### src/rtl/systolic_skew_feeder.sv
// Operand feeder for the tpumac systolic array: buffers a DIM x DIM matrix and
// streams it as diagonally skewed lanes (lane i delayed i cycles) with status.
module systolic_skew_feeder #(
  parameter int unsigned BITS_AB = 8,
  parameter int unsigned DIM     = 8,
  parameter int unsigned CNT_W   = $clog2(2 * DIM)
) (
  input  logic                     clk,
  input  logic                     rst_n,
  input  logic                     wr_en,
  input  logic [$clog2(DIM)-1:0]   wr_row,
  input  logic [DIM*BITS_AB-1:0]   wr_data,
  input  logic                     start,
  output logic [DIM*BITS_AB-1:0]   a_out,
  output logic [DIM-1:0]           valid_out,
  output logic                     busy,
  output logic                     done
);

  localparam int unsigned ROW_W = $clog2(DIM);
  localparam int unsigned DW    = CNT_W + 1;
  localparam logic [CNT_W-1:0] LAST = CNT_W'(2 * DIM - 2);

  typedef enum logic {IDLE, STREAM} state_t;

  state_t               state, state_nxt;
  logic [CNT_W-1:0]     cnt, cnt_nxt;
  logic [BITS_AB-1:0]   mem [DIM][DIM];
  logic                 row_ok_c;

  logic [DIM*BITS_AB-1:0] a_nxt;
  logic [DIM-1:0]         valid_nxt;
  logic                   busy_nxt;
  logic                   done_nxt;
  logic [DW-1:0]          diff_c;

  // Out-of-range rows only exist when DIM is not a power of two.
  generate
    if ((1 << ROW_W) == DIM) begin : g_pow2
      assign row_ok_c = 1'b1;
    end else begin : g_npow2
      assign row_ok_c = (wr_row < ROW_W'(DIM));
    end
  endgenerate

  // Row-write storage; writes are only accepted while idle.
  always_ff @(posedge clk or negedge rst_n) begin
    if (!rst_n) begin
      for (int unsigned i = 0; i < DIM; i++) begin
        for (int unsigned j = 0; j < DIM; j++) begin
          mem[i][j] <= '0;
        end
      end
    end else if (state == IDLE && wr_en && row_ok_c) begin
      for (int unsigned j = 0; j < DIM; j++) begin
        mem[wr_row][j] <= wr_data[j*BITS_AB +: BITS_AB];
      end
    end
  end

  // State register.
  always_ff @(posedge clk or negedge rst_n) begin
    if (!rst_n) begin
      state <= IDLE;
      cnt   <= '0;
    end else begin
      state <= state_nxt;
      cnt   <= cnt_nxt;
    end
  end

  // Next-state logic.
  always_comb begin
    state_nxt = state;
    cnt_nxt   = cnt;
    case (state)
      IDLE: begin
        if (start) begin
          state_nxt = STREAM;
          cnt_nxt   = '0;
        end
      end
      STREAM: begin
        if (cnt == LAST) begin
          state_nxt = IDLE;
          cnt_nxt   = '0;
        end else begin
          cnt_nxt = cnt + CNT_W'(1);
        end
      end
      default: begin
        state_nxt = IDLE;
        cnt_nxt   = '0;
      end
    endcase
  end

  // Output logic: lane i carries column (cnt - i) of row i when in range.
  always_comb begin
    a_nxt     = '0;
    valid_nxt = '0;
    busy_nxt  = 1'b0;
    done_nxt  = 1'b0;
    diff_c    = '0;
    case (state)
      IDLE: begin
        busy_nxt = start;
      end
      STREAM: begin
        busy_nxt = (cnt != LAST);
        done_nxt = (cnt == LAST);
        for (int unsigned i = 0; i < DIM; i++) begin
          diff_c = {1'b0, cnt} - DW'(i);
          if (!diff_c[CNT_W] && (diff_c[CNT_W-1:0] < CNT_W'(DIM))) begin
            a_nxt[i*BITS_AB +: BITS_AB] = mem[i][diff_c[ROW_W-1:0]];
            valid_nxt[i]                = 1'b1;
          end
        end
      end
      default: begin
        busy_nxt = 1'b0;
      end
    endcase
  end

  // Registered outputs.
  always_ff @(posedge clk or negedge rst_n) begin
    if (!rst_n) begin
      a_out     <= '0;
      valid_out <= '0;
      busy      <= 1'b0;
      done      <= 1'b0;
    end else begin
      a_out     <= a_nxt;
      valid_out <= valid_nxt;
      busy      <= busy_nxt;
      done      <= done_nxt;
    end
  end

endmodule

### config.mk
export PLATFORM = sky130hd
export DESIGN_NAME = systolic_skew_feeder
export DESIGN_NICKNAME = d
export VERILOG_FILES = /design/src/rtl/systolic_skew_feeder.sv
export SDC_FILE = /design/constraint.sdc
export NUM_CORES = 1
export LEC_CHECK = 0
export BUFFER_PORTS_ARGS = -buffer_cell sky130_fd_sc_hd__buf_4
export CORE_UTILIZATION = 55
export CTS_CLUSTER_DIAMETER = 40
export CTS_CLUSTER_SIZE = 10
export DETAILED_ROUTE_END_ITERATION = 16
export MAX_ROUTING_LAYER = met4
export PLACE_DENSITY = 0.74
export SYNTH_ARGS = -nofsm -noshare
export SYNTH_HDL_FRONTEND = slang
export SYNTH_SLANG_ARGS = --single-unit
### constraint.sdc
create_clock -name clk -period 3.3 [get_ports clk]
set_input_delay 0.33 -clock clk [delete_from_list [all_inputs] [get_ports clk]]
set_output_delay 0.33 -clock clk [all_outputs]
set_load 0.05 [all_outputs]
==> results_dict.tcl <==
set metrics [dict create \
    die_w_um 218 \
    power_frac_comb 0.394 \
    grt_pass1_vias 17100 \
    grt_pass1_wl_um 112000 \
    drt-total-wl_um 75400 \
    switching_share 0.366 \
    yosysWarnings 0 \
    seqCellArea_um2 14800 \
    worstSetupPathType "register to register" \
    ctsHtreeMaxLevel 3 \
    async_reset_ff_frac 1.00 \
    grt.overflow.total 0 \
    cts_inserted_buffers 85 \
    synth_area_um2 25700 \
    synth_xor_area_frac 0.00199 \
    grt_antenna_before_repair 4 \
    cts_sinks 590 \
    die_h_um 218 \
    rsz0062_at_grt "no" \
    finalNetCount 2047 \
    ys_seq_area_frac 0.574 \
    fillers 3239 \
    status "complete, no violations" \
    synth-simple-area-share 0.0261 \
    via_per_inst 6.22 \
    die_area_um2 47600 \
    power.total_mw 34.1 \
    drv_slew 0 \
    synth_edf_count 0 \
    yosysTopAreaCellShare 0.574 \
    yosysMostFrequentCell "mux2_2" \
    critPathLaunchType "register" \
    slew_headroom 0.215 \
    ys_types 45 \
    min_to "mem[447]$_DFFE_PN0P_" \
    synth_cells 1767 \
    rr_worst_depth 7 \
    crit_required_ps 3750 \
    avgSynthCellArea_um2 14.6 \
    drive_above_1_share 0.477 \
    r2r_end "a_out[47]$_DFF_PN0_" \
    initial_core_util 0.562 \
    synth_nets 1849 \
    p_sw_mw 12.5 \
    worstPathMaxFanout 34 \
    multi_input_area_um2 10300 \
    seqPwrFrac 0.342 \
    utilization 0.669 \
    drc 0 \
    internal-power_mw 21.6 \
    r2r_slack_ps 320 \
    skew_ps 17.7 \
    synth_top_family_by_area "multiplexers" \
    p_clk_frac 0.264 \
    grt_use_total 0.336 \
    grt_start_max_net_pins 98 \
    portBuffers 144 \
    first_pass_iters 5 \
    min_period_ps 2980 \
    worst_pin_slew_ps 1170 \
    synth_top_area_cell "dfrtp_1" \
    cts_root_buffer "clkbuf_16" \
    antenna_left 0 \
    hold_viol 0 \
    cts_buffer_depth 3 \
    synth_common_cells "592 x mux2_2, 590 x dfrtp_1, 144 x mux2i_1" \
    synth_area_leaders "dfrtp_1 57%, mux2_2 26%, mux2i_1 5.6%" \
    fin_tns_setup_ps 0 \
    clk_pin_slew_ps 50 \
    syn2layout_area_growth_pct 19.1 \
    p_leak_nw 15.1 \
    boundaryPins 145 \
    hpwl_um 49000 \
    synth-main-ff-cell "dfrtp_1" \
    fmax_mhz 335 \
    place.gp.congestion 0.913 \
    core-area_um2 45800 \
    cts_tree "done" \
    cap_violations 0 \
    worstPathArrival_ps 3430 \
    postCtsSetupRepairBufs 0 \
    ir_worst_vdd_v 0.000783 \
    synth_compound_gate_area_share 0.0518 \
    timing.rr.start "cnt[0]$_DFFE_PN0P_" \
    powerDensity_nw_per_um2 1110 \
    hp-class "primary input to register" \
    route.vias.total 16300 \
    min_from "wr_data[7]" \
    clkLatencyLatePin_ps 630 \
    post-route-period-util 0.904 \
    drtIter0Drc 1637 \
    ys_ff_latch 590 \
    synth_fa_ha_area_frac 0.00535 \
    wire_per_inst_um 28.8 \
    hold_depth 2 \
    synth_mux_area_frac 0.315 \
    fp-row-count 78 \
    worst_setup_path_end_kind "register" \
    setup_viol 0 \
]
## how the worst max path moves through the flow
stage	startpoint	endpoint	slack (ps)
3_3_place_gp	cnt[0]$_DFFE_PN0P_	a_out[40]$_DFF_PN0_	490
6_report	cnt[0]$_DFFE_PN0P_	a_out[47]$_DFF_PN0_	320
2_1_floorplan	cnt[1]$_DFFE_PN0P_	a_out[30]$_DFF_PN0_	1010
4_1_cts	cnt[0]$_DFFE_PN0P_	a_out[40]$_DFF_PN0_	380
3_5_place_dp	cnt[0]$_DFFE_PN0P_	a_out[40]$_DFF_PN0_	380
5_1_grt	cnt[0]$_DFFE_PN0P_	a_out[8]$_DFF_PN0_	200
## cells by family (layout without fill, tap and decap cells)
kind of cell,Yosys count,in the layout
xor+xnor,5,5
fa+ha+maj,11,11
mux,736,736
simple gates,128,128
compound gates,173,173
other cells,0,1
buf+inv,124,372
flops,590,590
## registers in the layout, indices dropped and copies added (netlist names)
name and flops:
a_out 64, valid_out 8, mem 512, cnt 4, done 1, busy 1
## what timing repair did
item,in CTS,in global routing
hold buffers,2,0
hold endpoints to repair,77,0
gates resized for setup,0,0
## metal layers
metal	vias to the layer above	global-route usage	share of wire
li1	6883	-	-
met1	8623	0.437	0.42
met2	590	0.515	0.48
met3	169	0.0611	0.061
met4	0	0.151	0.047
met5	-	-	0
## power by group through the flow
| stage | combinational [mW] | clock (mW) | sequential [mW] |
|---|---|---|---|
| 6_report | 13.4 | 9.01 | 11.6 |
| 4_1_cts | 13.3 | 9.10 | 11.6 |
| 5_1_grt | 14.0 | 9.43 | 12.0 |
| 3_3_place_gp | 12.9 | 0 | 11.6 |
| 2_1_floorplan | 7.68 | 0 | 12.0 |
| 3_5_place_dp | 13.2 | 0 | 11.7 |
## worst max-delay path: stages, from the launching register on
cell and delay [ps]:
dfrtp_1 590, inv_1 310, ha_4 700, buf_12 280, buf_4 190, mux2_2 160
o22ai_1 60, a2111oi_1 480
## through the flow
| step | std cells | cell area, um2 | setup slack, ps | hold WS [ps] |
|---|---|---|---|---|
| 4_1_cts | 2615 | 30600 | 383 | 17.0 |
| 6_report | 2616 | 30600 | 316 | 45.0 |
| 3_3_place_gp | 2476 | 27800 | 487 | 419 |
| 5_1_grt | 2616 | 30600 | 195 | 24.4 |
| 3_5_place_dp | 2476 | 27800 | 376 | 417 |
| 2_1_floorplan | 1767 | 25700 | 1010 | 34.4 |
## layout make-up
| class | instances | share of cell area |
|---|---|---|
| Timing Repair Buffer | 224 | 0.0627 |
| Sequential cell | 590 | 0.482 |
| Clock buffer | 97 | 0.0736 |
| Antenna cell | 1 | 0.0000817 |
| Multi-Input combinational cell | 1053 | 0.337 |
| Tap cell | 600 | 0.0245 |
| Inverter | 11 | 0.00135 |
| Clock inverter | 40 | 0.0183 |
## layout by cell type (no fill, tap or decap), types with 10 or more instances in the layout
| cell type | count |
|---|---|
| a2111oi_0 | 12 |
| a2111oi_1 | 16 |
| a211oi_1 | 32 |
| a22o_1 | 16 |
| a22oi_1 | 24 |
| buf_12 | 18 |
| buf_4 | 203 |
| bufinv_16 | 10 |
| clkbuf_16 | 86 |
| clkinv_2 | 10 |
| dfrtp_1 | 589 |
| ha_1 | 10 |
| inv_1 | 10 |
| mux2_2 | 592 |
| mux2i_1 | 144 |
| nand2_1 | 35 |
| nor2_1 | 10 |
| nor2b_1 | 34 |
| nor3_1 | 16 |
| o21ai_0 | 14 |
| o22ai_1 | 32 |
No activity file was read; power rests on OpenSTA's default activity.
